### config.mk
export PLATFORM = sky130hd
export DESIGN_NAME = alu_mul_sequencer
export DESIGN_NICKNAME = d
export VERILOG_FILES = /design/src/rtl/alu_mul_sequencer.sv
export SDC_FILE = /design/constraint.sdc
export NUM_CORES = 1
export LEC_CHECK = 0
export ABC_AREA = 0
export CORE_UTILIZATION = 40
export CTS_BUF_LIST = sky130_fd_sc_hd__clkbuf_2 sky130_fd_sc_hd__clkbuf_4 sky130_fd_sc_hd__clkbuf_8
export CTS_CLUSTER_DIAMETER = 150
export DETAILED_ROUTE_END_ITERATION = 16
export HOLD_SLACK_MARGIN = 0.15
export PLACE_DENSITY = 0.76
export SYNTH_ARGS = -nofsm -noshare
export SYNTH_HDL_FRONTEND = slang
export SYNTH_SLANG_ARGS = --single-unit
### constraint.sdc
create_clock -name Clock -period 8.2 [get_ports Clock]
set_clock_uncertainty 0.2 [all_clocks]
set_input_delay 2.46 -clock Clock [delete_from_list [all_inputs] [get_ports Clock]]
set_output_delay 2.46 -clock Clock [all_outputs]
set_load 0.02 [all_outputs]
### src/rtl/alu_mul_sequencer.sv
// alu_mul_sequencer: shift-and-add unsigned multiplier controller that borrows
// an external ALU for its 32-bit additions.
// Ports:
//   Clock, Reset          clock (rising edge), async active-high reset
//   i_start               multiply request, honoured only while idle
//   i_multiplicand        operand A, captured on an accepted start
//   i_multiplier          operand B, captured on an accepted start
//   o_busy                high while stepping or completing
//   o_done                one-cycle pulse, o_product valid afterwards
//   o_product             32-bit result, held until the next accepted start
//   o_alu_a/o_alu_b       ALU operand drives
//   o_alu_fun_sel         ALU function select
//   o_alu_wf              ALU flag write enable
//   i_alu_out             ALU combinational result
//   i_alu_flags           ALU flags {Z,C,N,O}; not used for control
module alu_mul_sequencer #(
  parameter int unsigned N_BITS = 16
) (
  input  logic              Clock,
  input  logic              Reset,
  input  logic              i_start,
  input  logic [N_BITS-1:0] i_multiplicand,
  input  logic [N_BITS-1:0] i_multiplier,
  output logic              o_busy,
  output logic              o_done,
  output logic [31:0]       o_product,
  output logic [31:0]       o_alu_a,
  output logic [31:0]       o_alu_b,
  output logic [4:0]        o_alu_fun_sel,
  output logic              o_alu_wf,
  input  logic [31:0]       i_alu_out,
  input  logic [3:0]        i_alu_flags
);

  localparam int unsigned CNT_W = $clog2(N_BITS) + 1;

  localparam logic [1:0] S_IDLE = 2'd0;
  localparam logic [1:0] S_STEP = 2'd1;
  localparam logic [1:0] S_DONE = 2'd2;

  localparam logic [4:0] FS_ADD  = 5'b10100;
  localparam logic [4:0] FS_IDLE = 5'b10000;

  logic [1:0]        r_state;
  logic [31:0]       r_acc;
  logic [31:0]       r_mcand;
  logic [N_BITS-1:0] r_mplier;
  logic [CNT_W-1:0]  r_cnt;
  logic [31:0]       r_product;
  logic              r_busy;
  logic              r_done;
  logic [31:0]       r_alu_a;
  logic [31:0]       r_alu_b;
  logic [4:0]        r_alu_fun_sel;
  logic              r_alu_wf;

  logic [1:0]        w_state_nxt;
  logic [31:0]       w_acc_nxt;
  logic [31:0]       w_mcand_nxt;
  logic [N_BITS-1:0] w_mplier_nxt;
  logic [CNT_W-1:0]  w_cnt_nxt;
  logic [31:0]       w_product_nxt;
  logic              w_add_nxt;

  // Flags are informational only.
  logic w_unused;
  assign w_unused = ^i_alu_flags;

  // Next-state and datapath update.
  always_comb begin
    w_state_nxt   = r_state;
    w_acc_nxt     = r_acc;
    w_mcand_nxt   = r_mcand;
    w_mplier_nxt  = r_mplier;
    w_cnt_nxt     = r_cnt;
    w_product_nxt = r_product;
    case (r_state)
      S_IDLE: begin
        if (i_start) begin
          w_acc_nxt    = '0;
          w_mcand_nxt  = 32'(i_multiplicand);
          w_mplier_nxt = i_multiplier;
          w_cnt_nxt    = '0;
          w_state_nxt  = S_STEP;
        end
      end
      S_STEP: begin
        // ALU outputs already hold acc + mcand whenever the low multiplier bit is set.
        if (r_mplier[0]) w_acc_nxt = i_alu_out;
        w_mcand_nxt  = r_mcand << 1;
        w_mplier_nxt = r_mplier >> 1;
        w_cnt_nxt    = r_cnt + CNT_W'(1);
        if (r_cnt == CNT_W'(N_BITS - 1)) w_state_nxt = S_DONE;
      end
      S_DONE: begin
        w_product_nxt = r_acc;
        w_state_nxt   = S_IDLE;
      end
      default: w_state_nxt = S_IDLE;
    endcase
    // ALU drive for the coming cycle: add only in a step with the low bit set.
    w_add_nxt = (w_state_nxt == S_STEP) && w_mplier_nxt[0];
  end

  // State, datapath and registered outputs.
  always_ff @(posedge Clock or posedge Reset) begin
    if (Reset) begin
      r_state       <= S_IDLE;
      r_acc         <= '0;
      r_mcand       <= '0;
      r_mplier      <= '0;
      r_cnt         <= '0;
      r_product     <= '0;
      r_busy        <= 1'b0;
      r_done        <= 1'b0;
      r_alu_a       <= '0;
      r_alu_b       <= '0;
      r_alu_fun_sel <= FS_IDLE;
      r_alu_wf      <= 1'b0;
    end else begin
      r_state       <= w_state_nxt;
      r_acc         <= w_acc_nxt;
      r_mcand       <= w_mcand_nxt;
      r_mplier      <= w_mplier_nxt;
      r_cnt         <= w_cnt_nxt;
      r_product     <= w_product_nxt;
      r_busy        <= (w_state_nxt != S_IDLE);
      r_done        <= (w_state_nxt == S_DONE);
      r_alu_a       <= w_add_nxt ? w_acc_nxt : '0;
      r_alu_b       <= w_add_nxt ? w_mcand_nxt : '0;
      r_alu_fun_sel <= w_add_nxt ? FS_ADD : FS_IDLE;
      r_alu_wf      <= w_add_nxt;
    end
  end

  assign o_busy        = r_busy;
  assign o_done        = r_done;
  assign o_product     = r_product;
  assign o_alu_a       = r_alu_a;
  assign o_alu_b       = r_alu_b;
  assign o_alu_fun_sel = r_alu_fun_sel;
  assign o_alu_wf      = r_alu_wf;

endmodule

==> run summary <==
Setup Buffers After CTS: 0
Gate Count Post-Synth: 572
Tmin final: 4.60 ns
Yosys top cell area share: 65.3%
Max-slew violation count: 0
Inserted Clock Buffers: 17
Root Buffer: clkbuf_8
Dpl hpwl: 9830 um
Status: completed
Starting Density: 41.1%
Cts hold-fix bufs: 0
Netlist cell types: 39
Final TNS setup: 0 ns
Antenna cells: 0
Worst-Skew Late Latency: 0.45 ns
Worst r2r src: r_state[0]
RSZ-0062 raised after global routing: false
Die width: 136 um
DR DRC count: 0
Crit-path slowest cell: o21bai_4
DR iter-0 viols: 265
CTS tree: built
GRT Total Usage: 17.7%
Routed length per instance: 16.0 um
Met1 GRT Util: 23.9%
Fill cell count: 1493
Num ports: 175
Synth Cell Area: 7130 um^2
Syn. warnings: 0
Fin. Hold Viols: 0
First-pass GRT wire length: 25100 um
Via density: 5.03
Die area: 18400 um^2
H-tree depth: 4
Critical Path, Cell by Cell: clkdlybuf4s50_1 > o21bai_4 > buf_4 > o21ai_0 > a21oi_1
Clock sink total: 186
Cell area after layout: 9290 um^2
Routed Antenna Nets: 0
First drt pass iteration count: 4
Tcrit/Tclk final: 56.1%
Hold Path Class: flop to flop
VDD IR max: 0.146 mV
Pwr dens: 365 nW/um^2
Post-DP Area: 8890 um^2
Post-synth ARST share: 100%
GR Layer Usage met3: 4.00%
PortBufs: 166
Clock-pin slew on the worst setup and hold paths: 0.10 ns
Post-synth top area cell: dfrtp_1
Post_cts resized: 0
Largest net degree at the start of global routing: 77
Critical Path Source Type: input port
WS Path Type: input port to flop
Initial antenna violation count: 0
Routability cong.: 0.791
Syn Area/Cell: 12.5 um^2
Crit end category: flop
Max-slew headroom: 22.8%
Crit path max-delay family: compound AO/OA/AOI/OAI gates
Layout area overhead: 30.3%
Via count: 4827
Final setup viols: 0
Worst hold stages: 1
Die Y: 136 um
Total grt overflow: 0
Post-synth top cells: dfrtp_1 (186), nand2_1 (83), o21ai_0 (44)
CTS max path bufs: 2
Crit path largest cell delay: 0.78 ns
Slew @ Worst Pin: 1.16 ns
Sequential area share after synthesis: 65.3%
Prevailing post-synth register cell: dfrtp_1
Grt peak-use layer: met2
Crit path DAT: 4.77 ns
Layout cells sized above 1: 12.8%
Leakage Power: 4.20 nW
Setup WS pre-CTS: 3.05 ns
Worst EP required: 8.37 ns
Synth top area cells: dfrtp_1 (65%), mux2_2 (4.9%), nand2_1 (4.4%)
Worst reg2reg endpoint: o_alu_a[12]
Crit path max fanout: 36
Fmax achieved: 0.217 GHz
Worst Hold Launch: r_acc[24]
Post-synth EDFFs: 0
Core Box Area: 17400 um^2
Post-Route WL: 15400 um
Final nets: 795
R2R setup slack: 5.38 ns
Worst reg-to-reg path cell count: 4
Top-count cell post-synth: dfrtp_1
Std-Cell Rows: 48
Tot Pwr: 3.39 mW
MaxCap Viol Count: 0
Post-synthesis register bit count: 186
Global Route met2 Usage: 28.1%
Worst setup margin: 3.60 ns
Hold EP: o_product[24]
Buffers and inverters on the worst path: 2
Number of global-route vias before repair: 4927
-- cells in the final DEF (no fill, tap or decap), types with 2 or more instances in the layout --
master           count
inv_1                3
o21ai_0             44
and2_1               2
clkinvlp_4           3
mux2_1               2
inv_6                3
inv_2                2
dfrtp_1            186
o32ai_4              7
buf_4                7
clkinv_4             3
mux2_2              31
nor2b_1             19
conb_1               4
a22o_1              18
nor3_2               8
bufinv_16            2
o32ai_2              3
clkdlybuf4s50_1    166
o21ai_1              5
a31oi_1              2
nand2_1             83
nand3_1              2
o32ai_1              5
ha_1                 2
nor2_1              31
a21oi_1             34
a22oi_1             14
nor3_1               7
clkbuf_8            19
and2b_1              2
-- per-layer routing --
layer / share of wire, % / vias up
li1: - / 2254
met1: 45 / 2416
met2: 47 / 138
met3: 5.9 / 19
met4: 1.5 / 0
met5: 0 / -
-- worst max path at each step --
stage | end | cells after the start | slack (ns) | from
4_1_cts | o_alu_a[2] | 5 | 3.53 | i_start
3_3_place_gp | o_alu_a[2] | 5 | 3.05 | i_start
5_1_grt | o_alu_a[2] | 5 | 3.43 | i_start
3_5_place_dp | o_alu_a[2] | 5 | 3.05 | i_start
2_1_floorplan | o_alu_a[0] | 1 | 0.48 | Reset
6_report | o_alu_a[2] | 5 | 3.60 | i_start
-- metrics by stage --
| stage | hold WS (ns) | std cells | util [%] |
|---|---|---|---|
| after detailed placement | 0.272 | 928 | 51.2 |
| after floorplan | 0.251 | 574 | - |
| final | 0.281 | 959 | 53.5 |
| after global placement | 0.261 | 928 | 51.2 |
| after CTS | 0.289 | 959 | 53.5 |
| after global routing | 0.314 | 959 | 53.5 |
-- cells by family (layout without fill, tap and decap cells) --
family / Yosys count / in the layout / synth area share [%]
flops: 186 / 186 / 65.3
simple gates: 162 / 162 / 10.8
compound gates: 137 / 137 / 14.3
buf+inv: 50 / 210 / 4.00
mux: 33 / 33 / 5.21
fa+ha+maj: 2 / 2 / 0.351
other cells: 2 / 4 / 0.105
-- power by group --
group / leakage (nW) / switching (mW) / total [mW] / internal (mW)
registers: 2.46 / 0.176 / 1.42 / 1.24
logic: 1.54 / 0.751 / 1.35 / 0.598
clock network: 0.197 / 0.328 / 0.623 / 0.294
total: 4.20 / 1.26 / 3.39 / 2.14
-- area by class of cell --
| cell class | instances | area (um^2) | area share (%) |
|---|---|---|---|
| clock inverters | 11 | 138 | 1.48 |
| inverters | 6 | 27.5 | 0.296 |
| repair buffers | 173 | 1710 | 18.4 |
| flip-flops and latches | 186 | 4650 | 50.1 |
| clock buffers | 20 | 269 | 2.89 |
| multi-input cells | 338 | 2210 | 23.8 |
| well taps | 225 | 282 | 3.03 |
-- worst reg2reg max path, stage by stage, from the launching register on --
cell	delay, ns
dfrtp_1	1.00
nand3b_4	0.33
a21o_2	0.52
buf_4	0.54
a21oi_1	0.12
-- flip-flops by register name, indices dropped and copies added, names as in the netlist --
signal,count
r_mcand,32
r_mplier,16
o_alu_a,32
r_cnt,5
r_acc,32
o_alu_b,32
o_busy,1
o_done,1
r_state,2
o_product,32
o_alu_fun_sel,1
No activity file was read; power rests on OpenSTA's default activity.
